===== src/rtl/alu_sched_pkg.sv =====
// Shared definitions for the round-robin ALU scheduler: op codes, FSM states,
// flag bit positions and the latched operation record.
package alu_sched_pkg;

  localparam logic [2:0] FN_ADD = 3'd0;
  localparam logic [2:0] FN_SUB = 3'd1;
  localparam logic [2:0] FN_NOT = 3'd2;
  localparam logic [2:0] FN_AND = 3'd3;
  localparam logic [2:0] FN_OR  = 3'd4;
  localparam logic [2:0] FN_XOR = 3'd5;
  localparam logic [2:0] FN_CMP = 3'd6;
  localparam logic [2:0] FN_EQ  = 3'd7;

  localparam int FLG_ZERO  = 3;
  localparam int FLG_OVF   = 2;
  localparam int FLG_CARRY = 1;
  localparam int FLG_OUT   = 0;

  localparam int CNTW = 4;

  typedef enum logic [1:0] {
    ST_IDLE = 2'd0,
    ST_EXEC = 2'd1,
    ST_RESP = 2'd2
  } state_t;

  typedef struct packed {
    logic [2:0] func;
    logic [3:0] a;
    logic [3:0] b;
  } alu_op_t;

endpackage


===== src/rtl/alu4_core.sv =====
// Purely combinational 4-bit ALU; flags are {zero, overflow, carry, out}.
module alu4_core
  import alu_sched_pkg::*;
(
  input  logic [2:0] func,
  input  logic [3:0] a,
  input  logic [3:0] b,
  output logic [3:0] result,
  output logic [3:0] flags
);

  logic [3:0] nb;
  logic [4:0] sum_add;
  logic [4:0] sum_sub;
  logic       ovf;
  logic       carry;
  logic       out;

  // Two's-complement negate of b, shared by sub and cmp.
  assign nb      = ~b + 4'd1;
  assign sum_add = {1'b0, a} + {1'b0, b};
  assign sum_sub = {1'b0, a} + {1'b0, nb};

  // Op decode; flags not meaningful for an op stay 0.
  always_comb begin
    result = 4'd0;
    ovf    = 1'b0;
    carry  = 1'b0;
    out    = 1'b0;
    case (func)
      FN_ADD: begin
        {carry, result} = sum_add;
        ovf = (a[3] == b[3]) && (sum_add[3] != a[3]);
      end
      FN_SUB: begin
        {carry, result} = sum_sub;
        ovf = (a[3] == nb[3]) && (sum_sub[3] != a[3]);
      end
      FN_NOT: result = ~a;
      FN_AND: result = a & b;
      FN_OR:  result = a | b;
      FN_XOR: result = a ^ b;
      FN_CMP: out = sum_sub[4];
      FN_EQ:  out = (a == b);
      default: result = 4'd0;
    endcase
  end

  // Pack flags; zero follows the result for every op.
  always_comb begin
    flags            = 4'd0;
    flags[FLG_ZERO]  = (result == 4'd0);
    flags[FLG_OVF]   = ovf;
    flags[FLG_CARRY] = carry;
    flags[FLG_OUT]   = out;
  end

endmodule


===== src/rtl/alu_rr_sched.sv =====
// Round-robin scheduler sharing one 4-bit ALU between NREQ requesters.
// One op in flight: IDLE grants, EXEC holds for EXEC_CYC cycles, RESP waits
// for the consumer to take the tagged result.
module alu_rr_sched
  import alu_sched_pkg::*;
#(
  parameter  int NREQ     = 2,
  parameter  int EXEC_CYC = 1,
  localparam int IDW      = (NREQ > 1) ? $clog2(NREQ) : 1
) (
  input  logic              clk,
  input  logic              rst,
  input  logic [NREQ-1:0]   req_valid,
  output logic [NREQ-1:0]   req_ready,
  input  logic [3*NREQ-1:0] req_func,
  input  logic [4*NREQ-1:0] req_a,
  input  logic [4*NREQ-1:0] req_b,
  output logic              resp_valid,
  input  logic              resp_ready,
  output logic [3:0]        resp_result,
  output logic [3:0]        resp_flags,
  output logic [IDW-1:0]    resp_id
);

  state_t          state;
  logic [IDW-1:0]  rr_ptr;
  logic [CNTW-1:0] cnt;
  alu_op_t         op;
  logic [IDW-1:0]  op_id;

  logic            gnt_found;
  logic [IDW-1:0]  gnt_idx;
  logic [IDW-1:0]  idx;
  logic            fire;
  alu_op_t         sel_op;
  logic [3:0]      alu_result;
  logic [3:0]      alu_flags;

  // First valid requester scanning upward from rr_ptr, wrapping at NREQ.
  always_comb begin
    gnt_found = 1'b0;
    gnt_idx   = '0;
    idx       = '0;
    for (int k = 0; k < NREQ; k++) begin
      idx = IDW'((int'(rr_ptr) + k) % NREQ);
      if (!gnt_found && req_valid[idx]) begin
        gnt_found = 1'b1;
        gnt_idx   = idx;
      end
    end
  end

  // Grant is only offered while idle and out of reset.
  always_comb begin
    req_ready = '0;
    if (!rst && state == ST_IDLE && gnt_found)
      req_ready[gnt_idx] = 1'b1;
  end

  assign fire = |req_ready;

  // Winner's operation, picked out of the flat request buses.
  always_comb begin
    sel_op      = '0;
    sel_op.func = req_func[3*int'(gnt_idx) +: 3];
    sel_op.a    = req_a[4*int'(gnt_idx) +: 4];
    sel_op.b    = req_b[4*int'(gnt_idx) +: 4];
  end

  alu4_core u_alu (
    .func   (op.func),
    .a      (op.a),
    .b      (op.b),
    .result (alu_result),
    .flags  (alu_flags)
  );

  // Scheduler FSM; response registers keep their last value after handoff.
  always_ff @(posedge clk) begin
    if (rst) begin
      state       <= ST_IDLE;
      rr_ptr      <= '0;
      cnt         <= '0;
      op          <= '0;
      op_id       <= '0;
      resp_valid  <= 1'b0;
      resp_result <= 4'd0;
      resp_flags  <= 4'd0;
      resp_id     <= '0;
    end else begin
      case (state)
        ST_IDLE: begin
          if (fire) begin
            op     <= sel_op;
            op_id  <= gnt_idx;
            rr_ptr <= IDW'((int'(gnt_idx) + 1) % NREQ);
            cnt    <= CNTW'(EXEC_CYC - 1);
            state  <= ST_EXEC;
          end
        end
        ST_EXEC: begin
          if (cnt == '0) begin
            resp_result <= alu_result;
            resp_flags  <= alu_flags;
            resp_id     <= op_id;
            resp_valid  <= 1'b1;
            state       <= ST_RESP;
          end else begin
            cnt <= cnt - 1'b1;
          end
        end
        ST_RESP: begin
          if (resp_ready) begin
            resp_valid <= 1'b0;
            state      <= ST_IDLE;
          end
        end
        default: state <= ST_IDLE;
      endcase
    end
  end

endmodule

===== config.mk =====
export PLATFORM = sky130hd
export DESIGN_NAME = alu_rr_sched
export DESIGN_NICKNAME = d
export VERILOG_FILES = /design/src/rtl/alu_sched_pkg.sv /design/src/rtl/alu4_core.sv /design/src/rtl/alu_rr_sched.sv
export SDC_FILE = /design/constraint.sdc
export NUM_CORES = 1
export LEC_CHECK = 0
export ABC_AREA = 1
export BUFFER_PORTS_ARGS = -buffer_cell sky130_fd_sc_hd__buf_2
export CORE_AREA = 2 2 56 72
export CTS_BUF_LIST = sky130_fd_sc_hd__clkbuf_4
export DETAILED_ROUTE_END_ITERATION = 8
export DIE_AREA = 0 0 58 74
export PLACE_DENSITY = 0.85
export SETUP_SLACK_MARGIN = 0.02
export SLEW_MARGIN = 20
export SYNTH_ARGS = -nofsm -noshare
export SYNTH_HDL_FRONTEND = slang
export SYNTH_HIERARCHICAL = 1
export SYNTH_SLANG_ARGS = --single-unit

===== constraint.sdc =====
create_clock -name clk -period 3.8 [get_ports clk]
set_clock_uncertainty 0.05 [all_clocks]
set_input_delay 0 -clock clk [delete_from_list [all_inputs] [get_ports clk]]
set_output_delay 0 -clock clk [all_outputs]
set_load 0.02 [all_outputs]

==> results of run 1 <==
cells by family (layout without fill, tap and decap cells):
kind of cell    Yosys count  in the layout
simple gates            171            171
compound gates           30             30
flops                    29             29
fa+ha+maj                16             16
xor+xnor                  5              5
buf+inv                  45            106
worst max-delay path: stages (launching register included):
cell,delay (ns)
dfxtp_1,0.37
inv_1,0.11
ha_1,0.34
fa_1,0.42
nor2_1,0.12
nor2_1,0.05
nand2_1,0.06
nand3_1,0.08
nor2_2,0.15
nand3_2,0.09
nor2_2,0.09
nor2_2,0.04
nor2_1,0.09
power breakdown:
part	internal, uW	leakage, uW	total, uW	switching [uW]
clock network	77.5	0.0000354	191	113
logic	175	0.00102	442	267
registers	342	0.000238	382	40.0
registers in the layout, indices dropped and copies added (netlist names):
name	count
state	2
resp_flags	4
resp_valid	1
rr_ptr	1
resp_id	1
cnt	4
resp_result	4
op	11
op_id	1
stage by stage:
step           total power (uW)  hold WS (ns)
2_1_floorplan             707.7       0.06017
4_1_cts                    1007       0.02054
5_1_grt                    1090       0.04059
6_report                   1015       0.03933
3_5_place_dp              783.8        0.1501
3_3_place_gp              776.4        0.1443
cells in the final DEF (no fill, tap or decap), types with 3 or more instances in the layout:
cell type	Yosys	routed
a21oi_1	8	8
a21oi_4	3	3
buf_2	0	38
clkbuf_4	0	6
clkinv_2	1	3
dfxtp_1	29	29
dlygate4sd3_1	0	25
ha_1	14	14
inv_1	25	25
inv_2	6	6
inv_4	3	3
nand2_1	75	75
nand2_2	3	3
nand3_1	25	25
nand3_2	4	4
nand4_1	8	8
nor2_1	30	30
nor2_2	16	16
nor3_1	3	3
o21ai_0	13	13
o21ai_1	3	3
xnor2_1	3	3
per-layer routing:
| layer | share of wire | vias to the layer above | track usage | wire length [um] |
|---|---|---|---|---|
| met2 | 0.54 | 82 | 0.5240 | 2865 |
| met1 | 0.39 | 973 | 0.2993 | 2110 |
| met4 | 0.030 | 0 | 0.1447 | 159 |
| li1 | - | 1062 | - | - |
| met5 | 0 | - | 0 | 0 |
| met3 | 0.041 | 16 | 0.04348 | 218 |
repair_timing:
| action | in CTS | in global routing |
|---|---|---|
| resized for setup | 0 | 0 |
| hold buffers | 25 | 0 |
| endpoints found under the hold margin | 15 | 0 |
Yosys cell counts (all sizes together) (3+ instances only):
master / count
nand2: 79
nor2: 50
inv: 34
dfxtp: 29
nand3: 29
o21ai: 17
ha: 14
a21oi: 11
buf: 9
nand4: 8
nor3: 3
xnor2: 3
area by class of cell:
type                       count  share of cell area
tap                           40             0.01965
timing repair buffer          63              0.1729
sequential                    29              0.2279
multi-input combinational    222              0.5029
clock inverter                 2            0.003929
clock buffer                   6             0.01768
inverter                      35             0.05501
worst paths after layout:
path | start | endpoint | slack (ns) | depth (start not counted)
worst min register to register | op_id | op_id | 0.41 | 2
worst max register to register | op[1] | resp_flags[3] | 1.69 | 12
worst max-delay path | op[1] | resp_flags[3] | 1.69 | 12
worst min-delay path | req_valid[0] | op_id | 0.04 | 4
==> results.tsv, run 1 <==
stage	metric	value	unit
synthesis	post-synth cell types	33	
synthesis	syn_nets	339	
final_layout	fin area	2547	um2
floorplan	core footprint	3628	um2
synthesis	Post-Synth Adder-Cell Area	0.1025	
final_layout	storage element area	580.6	um2
global_route	total global-route track usage	0.2797	
final_layout	share of layout cells above drive strength 1	0.2465	
setup_path	crit start category	flip-flop	
sta	unrepaired setup endpoints after global routing	no	
placement	Post-Place Cells	364	
floorplan	starting density of the core	0.5786	
clock_network	Sink Count	29	
routing	drt wl/cell	13.49	um
synthesis	Simple-Gate Fraction of Synth Area	0.3957	
routing	starting DRC count in detailed routing	70	
placement	gp weighted congestion	0.8589	
run	number of max-cap violations	0	
synthesis	post-synthesis mux area share	0	
clock_network	latest clock arrival within the worst-skew pair	0.33	ns
final_layout	n_diodes	0	
synthesis	fraction of synthesized cell area taken by the top area cell type	0.2765	
synthesis	synthesized instance count	296	
global_route	vias in the first global route	2121	
synthesis	Synth warnings	6	
synthesis	Post-synth EDFFs	0	
placement	IO buf count	38	
sta	TNS Setup	0	ns
floorplan	die width	58	um
placement	HPWL Detailed	3565	um
global_route	initial antenna violation count	0	
clock_network	CTS buffer count	5	
synthesis	mapped cell area	2100	um2
final_layout	Finished Core Util	0.7021	
power_and_ir_drop	Power Density	398.5	nW/um2
synthesis	Yosys reg bits	29	
floorplan	Row Count	25	
global_route	largest net degree at the start of global routing	16	
sta	crit path time final	2.105	ns
clock_network	CTS root buf	clkbuf_4	
synthesis	Post-Synth XOR/XNOR Area	0.02086	
placement	Placed Area	2242	um2
synthesis	post-synth top area cell	dfxtp_1	
final_layout	area of the multi-input gates	1281	um2
clock_network	setup repair bufs after CTS	0	
floorplan	die area	4292	um2
floorplan	IO Count	39	
global_route	final global-route overflow total	0	
floorplan	Die Span Y	74	um
clock_network	clock buffer depth	2	
routing	vias	2133	
final_layout	Layout Nets	399	
hold_path	Hold WC Path Type	in -> reg	
sta	Slew @ Worst Pin	0.5608	ns
setup_path	kind of critical path	reg -> reg	
sta	Final Cycle Share	0.5540	
sta	Peak Freq	475.0	MHz
synthesis	Synth area leaders	dfxtp_1 (28%), nand2_1 (13%), ha_1 (8.3%), nand3_1 (6.0%), nor2_1 (5.4%)	
power_and_ir_drop	P_leak	0.001298	uW
setup_path	Critical Path RT	4.03	ns
routing	DRC violation count after routing	0	
sta	Slew Limit Headroom	0.6257	
routing	drt first pass iters	4	
status	outcome	finished clean	
sta	Final Hold Viols	0	
synthesis	main combinational cell family by area after synthesis	simple AND/OR/NAND/NOR gates	
final_layout	post-route insts no fill	397	
synthesis	Synth Flop Type	dfxtp_1	
synthesis	sequential share of the synthesized area	0.2765	
synthesis	Post-synth ARST share	0	
clock_network	CTS tree	done	
sta	Final Max Slew Viols	0	
global_route	first-pass GRT wire length	9142	um
setup_path	Critical Path Sink Type	flip-flop	
power_and_ir_drop	worst vdd ir	0.3815	mV
routing	Final ANT Viol Nets	0	
setup_path	worst-path fanout max	4	
clock_network	H-tree depth	2	
clock_network	Clk pin slew, worst setup/hold paths	0.10	ns
routing	Routed WL	5354	um
sta	setup violators final	0	
setup_path	arrival time at the worst endpoint	2.33	ns
synthesis	syn avg cell area	7.093	um2
sta	fin worst setup slack	1.695	ns
final_layout	Area Overhead vs Synth	21.33	%
synthesis	complex-gate fraction of the synthesized area	0.09118	
routing	Vias/cell	5.373	
final_layout	Fillers	280	
placement	DP Worst Slack	1.755	ns
Note: power is estimated with default switching activity, not from simulation.
==> run 2, diff against run 1 <==
Settings changed: ABC_AREA 1 to 0, CORE_AREA 2 2 56 72 to 2 2 58 74, DIE_AREA 0 0 58 74 to 0 0 60 76, PLACE_DENSITY 0.85 to 0.78.
Clock period 3.8 ns to 1.78 ns, I/O delays scaled along.
==> run 2 against run 1 <==
  * The run now ends with negative setup slack left
  * Non-clock buffer count rose by 38
  * Core utilization rose by 1.5 points
  * Register-to-register slack got worse by 2.1 ns
  * Setup slack got worse by 2.1 ns
  * Cell count fell by 5.5%
  * Clock power rose by 110%
  * Critical path type unchanged
  * Critical endpoint unchanged
==> results.tsv, run 2 <==
stage	metric	value	unit	change
sta	Peak Freq	453.3	MHz	was 475.0 MHz
power_and_ir_drop	Power Density	744.0	nW/um2	was 398.5 nW/um2
status	failing checks	negative setup slack		
global_route	largest net degree at the start of global routing	18		was 16
final_layout	commonest non-fill, non-tap cells in the layout	buf_2 (38), buf_4 (38), dfxtp_1 (25)		was nand2_1 (75), buf_2 (38), nor2_1 (30)
routing	DRC violation count after routing	0		unchanged
sta	TNS Setup	-1.781	ns	was 0 ns
synthesis	synthesized instance count	228		was 296
setup_path	r2r setup slk	-0.43	ns	was 1.69 ns
sta	crit path time final	2.206	ns	was 2.105 ns
setup_path	arrival time at the worst endpoint	2.43	ns	was 2.33 ns
final_layout	share of layout cells above drive strength 1	0.3699		was 0.2465
routing	drt first pass iters	5		was 4
placement	HPWL Detailed	3602	um	was 3565 um
synthesis	post-synthesis mux area share	0.01044		was 0
clock_network	CTS buffer count	5		unchanged
synthesis	fraction of synthesized cell area taken by the top area cell type	0.3027		was 0.2765
clock_network	CTS root buf	clkbuf_4		unchanged
global_route	total global-route track usage	0.2695		was 0.2797
power_and_ir_drop	worst vdd ir	0.5807	mV	was 0.3815 mV
hold_path	Hold WC Path Type	in -> reg		unchanged
sta	Final Hold Viols	0		unchanged
routing	Vias/cell	5.688		was 5.373
synthesis	Yosys reg bits	29		unchanged
routing	starting DRC count in detailed routing	70		unchanged
synthesis	Post-Synth Adder-Cell Area	0.1122		was 0.1025
sta	unrepaired setup endpoints after global routing	yes		was no
synthesis	top-count cell post-synth	dfxtp_1		was nand2_1
setup_path	Critical Path RT	2.01	ns	was 4.03 ns
final_layout	Fillers	280		unchanged
setup_path	kind of critical path	reg -> reg		unchanged
synthesis	Synth area leaders	dfxtp_1 (30%), ha_1 (9.1%), a221o_1 (6.3%), a21oi_1 (5.2%), and4_1 (5.0%)		was dfxtp_1 (28%), nand2_1 (13%), ha_1 (8.3%), nand3_1 (6.0%), nor2_1 (5.4%)
synthesis	syn_nets	271		was 339
final_layout	Area Overhead vs Synth	47.16	%	was 21.33%
setup_path	crit start category	flip-flop		unchanged
floorplan	Die Span Y	76	um	was 74 um
synthesis	Post-Synth XOR/XNOR Area	0.03196		was 0.02086
synthesis	top cells by count, synth	dfxtp_1 (29), a21oi_1 (20), o21ai_0 (19)		was nand2_1 (75), nor2_1 (30), dfxtp_1 (29)
final_layout	Layout Nets	361		was 399
synthesis	sequential share of the synthesized area	0.3027		was 0.2765
setup_path	Reg-to-Reg Start	op[0]		was op[1]
status	outcome	complete, but fails checks		was finished clean
hold_path	Hold EP	cnt[0]		was op_id
synthesis	complex-gate fraction of the synthesized area	0.2394		was 0.09118
hold_path	Hold Crit Depth	4		unchanged
floorplan	Row Count	26		was 25
setup_path	Worst R2R Path Depth	10		was 12
synthesis	syn avg cell area	8.413	um2	was 7.093 um2
synthesis	Synth warnings	6		unchanged
floorplan	starting density of the core	0.4873		was 0.5786
sta	Slew Limit Headroom	0.7253		was 0.6257
sta	fin worst setup slack	-0.4259	ns	was 1.695 ns
sta	setup violators final	7		was 0
setup_path	worst-path fanout max	3		was 4
placement	gp weighted congestion	0.8667		was 0.8589
clock_network	clock buffer depth	2		unchanged
final_layout	number of flip-flops in the largest register	11		unchanged
synthesis	Synth Flop Type	dfxtp_1		unchanged
sta	Final Cycle Share	1.239		was 0.5540
final_layout	Reg with most FFs	op		unchanged
placement	IO buf count	38		unchanged
final_layout	area of the multi-input gates	1310	um2	was 1281 um2
floorplan	IO Count	39		unchanged
run	number of max-cap violations	0		unchanged
final_layout	post-route insts no fill	375		was 397
routing	drt wl/cell	15.86	um	was 13.49 um
synthesis	post-synth top area cell	dfxtp_1		unchanged
power_and_ir_drop	P_leak	0.001249	uW	was 0.001298 uW
clock_network	H-tree depth	2		unchanged
floorplan	core footprint	3936	um2	was 3628 um2
setup_path	reg2reg end	resp_flags[3]		unchanged
clock_network	latest clock arrival within the worst-skew pair	0.33	ns	about the same
synthesis	main combinational cell family by area after synthesis	compound AO/OA/AOI/OAI gates		was simple AND/OR/NAND/NOR gates
clock_network	Sink Count	29		unchanged
sta	Slew @ Worst Pin	0.4111	ns	was 0.5608 ns
synthesis	Simple-Gate Fraction of Synth Area	0.2179		was 0.3957
synthesis	post-synth cell types	44		was 33
setup_path	Critical Path Sink Type	flip-flop		unchanged
synthesis	Post-synth ARST share	0		unchanged
routing	Final ANT Viol Nets	0		unchanged
placement	Post-Place Cells	338		was 364
clock_network	CTS tree	done		unchanged
final_layout	storage element area	590.6	um2	was 580.6 um2
floorplan	die width	60	um	was 58 um
synthesis	Post-synth EDFFs	0		unchanged
global_route	final global-route overflow total	0		unchanged
floorplan	die area	4560	um2	was 4292 um2
global_route	initial antenna violation count	0		unchanged
global_route	first-pass GRT wire length	9473	um	was 9142 um
synthesis	mapped cell area	1918	um2	was 2100 um2
final_layout	n_diodes	0		unchanged
routing	vias	2133		unchanged
sta	Final Max Slew Viols	0		unchanged
routing	Routed WL	5949	um	was 5354 um
hold_path	min-delay src	req_valid[1]		was req_valid[0]
global_route	vias in the first global route	2111		was 2121
clock_network	Clk pin slew, worst setup/hold paths	0.10	ns	about the same
## run 2: changes by cell type in the layout (fill, tap and decap cells not counted), moves of 8 or more
| cell | delta |
|---|---|
| inv_1 | -10 |
| nor2_2 | -15 |
| nand2_1 | -66 |
| nand3_1 | -14 |
| nor2_1 | -21 |
| and4_1 | +11 |
| nand4_1 | -8 |
| buf_4 | +38 |
| a221o_1 | +12 |
| a21oi_1 | +9 |
## run 2: area by class of cell
class                           count  share of cell area
Tap cell                           56             0.02482
Timing Repair Buffer              101              0.2575
Sequential cell                    29              0.2092
Inverter                           18             0.02482
Clock buffer                        5             0.01330
Multi-Input combinational cell    163              0.4641
Clock inverter                      3            0.006206
## run 2: through the flow
step           power, uW  area (um2)  hold WS (ns)  worst slack (ns)  utilization
3_5_place_dp        1527        2371        0.1786           -0.3994       0.6024
3_3_place_gp        1508        2371        0.1768           -0.3419       0.6024
5_1_grt             2220        2823        0.1018           -0.5390       0.7171
2_1_floorplan       1262        1952       0.08883           -0.2558            -
4_1_cts             1995        2724       0.04063           -0.3910       0.6920
6_report            2100        2823       0.05319           -0.4259       0.7171
## run 2: routing by layer
metal / up-vias / wire length [um] / track usage
li1: 1017 / - / -
met1: 998 / 2264 / 0.3133
met2: 86 / 3086 / 0.4565
met3: 32 / 339 / 0.05263
met4: 0 / 258 / 0.1267
met5: - / 0 / 0
## run 2: worst max path at each step
stage	slack, ns	start	to
2_1_floorplan	-0.26	op[1]	resp_flags[3]
6_report	-0.43	op[0]	resp_flags[3]
4_1_cts	-0.39	op[0]	resp_flags[3]
3_3_place_gp	-0.34	op[0]	resp_flags[3]
3_5_place_dp	-0.40	op[0]	resp_flags[3]
5_1_grt	-0.54	op[0]	resp_flags[3]
## run 2: logic make-up after synthesis
| group | Yosys count |
|---|---|
| xor+xnor | 7 |
| fa+ha+maj | 16 |
| buf+inv | 36 |
| mux | 2 |
| simple gates | 69 |
| flops | 29 |
| compound gates | 69 |
## run 2: critical path, stage by stage, from the launching register on
cell and delay (ns):
dfxtp_4 0.38, inv_4 0.04, ha_4 0.28, ha_4 0.20, a21o_1 0.16, a21oi_2 0.19
xnor2_1 0.08, a311o_1 0.30, nor4_2 0.26, nand3_1 0.09, a21oi_1 0.12
## run 2: report_power, final
| group | internal (uW) | switching, uW | total [uW] | leakage, uW |
|---|---|---|---|---|
| Sequential | 707 | 65.4 | 772 | 0.000239 |
| Clock | 149 | 244 | 392 | 0.0000310 |
| Combinational | 473 | 463 | 935 | 0.000979 |
## run 2: what timing repair did
action	CTS	global route
endpoints found under the setup margin	7	9
buffers inserted	3	3
hold endpoints to repair	23	0
hold buffers	24	0
cloned	0	0
gates resized for setup	10	17
pin swaps	5	18
==> run 3, diff against run 2 <==
Settings changed: CORE_AREA 2 2 58 74 to 2 2 55 70, DIE_AREA 0 0 60 76 to 0 0 57 72, PLACE_DENSITY 0.78 to 0.83, SKIP_LAST_GASP from default to 1.
Clock period 1.78 ns to 2.5 ns, I/O delays scaled along.
==> run 3 against run 2 <==
  * Global-route usage up 1.3 points
  * Die area decreased by 10%
  * Cell area fell by 15%
  * Critical path type unchanged
  * First-iteration DRC count increased by 39%
  * Highest routed layer unchanged
  * The flow now finishes without violations
  * Core utilization is 1.5 points lower
  * Critical endpoint unchanged
  * Setup slack better by 0.58 ns
  * Non-clock buffer count fell by 34
  * Clock-buffer cell count did not move
  * Cell count shrank 14%
  * Total power down 36%
==> results.tsv, run 3 (same netlist as run 2, synthesis figures left out) <==
stage	metric	value	unit	change
sta	Peak Freq	426.7	MHz	was 453.3 MHz
routing	drt wl/cell	16.47	um	was 15.86 um
sta	fin worst setup slack	0.1567	ns	was -0.4259 ns
floorplan	die area	4104	um2	was 4560 um2
clock_network	H-tree depth	2		unchanged
routing	Vias/cell	6.105		was 5.688
power_and_ir_drop	Overall Power	1347	uW	was 2100 uW
placement	HPWL Detailed	3320	um	was 3602 um
sta	TNS Setup	0	ns	was -1.781 ns
power_and_ir_drop	sequential share of power	0.411		was 0.368
setup_path	worst-path fanout max	2		was 3
clock_network	CTS buffer count	5		unchanged
power_and_ir_drop	part of the power in the clock network	0.216		was 0.187
final_layout	most common cell after layout, fill and taps aside	buf_2		
setup_path	slowest CP cell	a311o_1		was dfxtp_4
global_route	total global-route track usage	0.2822		was 0.2695
power_and_ir_drop	Gate power share	0.373		was 0.445
global_route	vias in the first global route	1875		was 2111
final_layout	share of layout cells above drive strength 1	0.2211		was 0.3699
final_layout	Finished Core Util	0.7025		was 0.7171
floorplan	die width	57	um	was 60 um
global_route	met3 Use GR	0.04635		was 0.05263
sta	unrepaired setup endpoints after global routing	no		was yes
global_route	initial antenna violation count	0		unchanged
global_route	GRT Max-Usage Layer	met2		unchanged
run	number of max-cap violations	0		unchanged
placement	Placed Area	2098	um2	was 2371 um2
floorplan	Row Count	24		was 26
clock_network	Sink Count	29		unchanged
final_layout	Layout Nets	327		was 361
placement	IO buf count	38		unchanged
global_route	final global-route overflow total	0		unchanged
routing	DRC violation count after routing	0		unchanged
sta	Slew @ Worst Pin	0.5979	ns	was 0.4111 ns
setup_path	Critical Path RT	2.73	ns	was 2.01 ns
sta	setup violators final	0		was 7
routing	Routed WL	5337	um	was 5949 um
hold_path	Hold WC Path Type	in -> reg		unchanged
sta	Final Cycle Share	0.9373		was 1.239
final_layout	commonest non-fill, non-tap cells in the layout	buf_2 (38), dfxtp_1 (28), dlygate4sd3_1 (23)		was buf_2 (38), buf_4 (38), dfxtp_1 (25)
setup_path	arrival time at the worst endpoint	2.58	ns	was 2.43 ns
sta	Final Max Slew Viols	0		unchanged
sta	Final Hold Viols	0		unchanged
power_and_ir_drop	P_leak	0.001068	uW	was 0.001249 uW
clock_network	CTS tree	done		unchanged
power_and_ir_drop	worst vdd ir	0.4583	mV	was 0.5807 mV
final_layout	fin area	2405	um2	was 2823 um2
power_and_ir_drop	sw frac	0.3741		was 0.3675
setup_path	crit-path cells	inv_1, ha_4, ha_1, a21o_1, a21oi_2, xnor2_1, a311o_1, nor4_2, nand3_1, a21oi_1		was inv_4, ha_4, ha_4, a21o_1, a21oi_2, xnor2_1, a311o_1, nor4_2, nand3_1, a21oi_1
setup_path	crit start category	flip-flop		unchanged
routing	Final ANT Viol Nets	0		unchanged
routing	vias	1978		was 2133
final_layout	number of flip-flops in the largest register	11		unchanged
setup_path	kind of critical path	reg -> reg		unchanged
floorplan	core footprint	3423	um2	was 3936 um2
power_and_ir_drop	Psw	503.8	uW	was 771.7 uW
status	outcome	finished clean		was complete, but fails checks
global_route	GRT met2 Usage	0.5172		was 0.4565
clock_network	Clk pin slew, worst setup/hold paths	0.11	ns	was 0.10 ns
sta	crit path time final	2.343	ns	was 2.206 ns
floorplan	Die Span Y	72	um	was 76 um
routing	starting DRC count in detailed routing	97		was 70
global_route	met1 usage	0.3049		was 0.3133
floorplan	starting density of the core	0.5603		was 0.4873
placement	gp weighted congestion	0.8466		was 0.8667
final_layout	Area Overhead vs Synth	25.38	%	was 47.16%
final_layout	n_diodes	0		unchanged
clock_network	CTS root buf	clkbuf_4		unchanged
sta	Slew Limit Headroom	0.6014		was 0.7253
final_layout	Reg with most FFs	op		unchanged
setup_path	CP max stage delay	0.37	ns	was 0.38 ns
power_and_ir_drop	Power Density	560.1	nW/um2	was 744.0 nW/um2
routing	drt first pass iters	4		was 5
setup_path	Critical Path Sink Type	flip-flop		unchanged
floorplan	IO Count	39		unchanged
global_route	largest net degree at the start of global routing	18		unchanged
clock_network	latest clock arrival within the worst-skew pair	0.34	ns	was 0.33 ns
clock_network	clock buffer depth	2		unchanged
global_route	first-pass GRT wire length	8818	um	was 9473 um
power_and_ir_drop	Pint	843.1	uW	was 1328 uW
placement	DP Worst Slack	0.02827	ns	was -0.3994 ns
[run 3: layer usage]
metal / vias up / share of wire
met1: 926 / 0.38
met3: 18 / 0.058
met5: - / 0
met4: 0 / 0.040
met2: 88 / 0.53
li1: 946 / -
[run 3: through the flow]
stage          std cells  hold slack, ns
5_1_grt              324         0.03631
3_5_place_dp         292          0.1796
4_1_cts              323         0.01189
6_report             324         0.03667
2_1_floorplan        228         0.08888
3_3_place_gp         292          0.1752
[run 3: cell type report]
| class | instances | area [um2] |
|---|---|---|
| multi-input combinational | 163 | 1186 |
| fill | 260 | 1018 |
| sequential | 29 | 581.8 |
| timing repair buffer | 67 | 465.4 |
| inverter | 18 | 67.56 |
| tap | 39 | 48.80 |
| clock buffer | 5 | 37.54 |
| clock inverter | 3 | 17.52 |
[run 3: power groups by stage]
| stage | Combinational [uW] | Clock, uW | Sequential [uW] |
|---|---|---|---|
| after detailed placement | 430 | 0 | 561 |
| after global placement | 418 | 0 | 559 |
| after global routing | 554 | 308 | 560 |
| after floorplan | 326 | 0 | 559 |
| after CTS | 472 | 287 | 550 |
| final | 503 | 290 | 554 |
[run 3: path summary, 6_finish.rpt]
check | start | end | slack [ns] | depth (start not counted)
worst max-delay path | op[0] | resp_flags[3] | 0.16 | 10
worst min-delay path | req_b[1] | op[1] | 0.04 | 3
worst max register to register | op[0] | resp_flags[3] | 0.16 | 10
worst min register to register | op_id | op_id | 0.42 | 1
[run 3: repair_timing]
item	4_1_cts	5_1_grt
pin swaps	1	1
hold buffers	23	0
hold endpoints to repair	22	0
buffers inserted	0	1
gates resized for setup	0	3
gates cloned	0	0
endpoints found under the setup margin	1	1
[run 3: critical path, delay by kind of cell (launching register included)]
family / cells / cell delay [ns]
DFF: 1 / 0.34
and+or+nand+nor: 2 / 0.34
adders and majority gates: 2 / 0.54
AOI/OAI and AO/OA: 4 / 0.87
xor gates and xnor gates: 1 / 0.08
buffers and inverters: 1 / 0.08
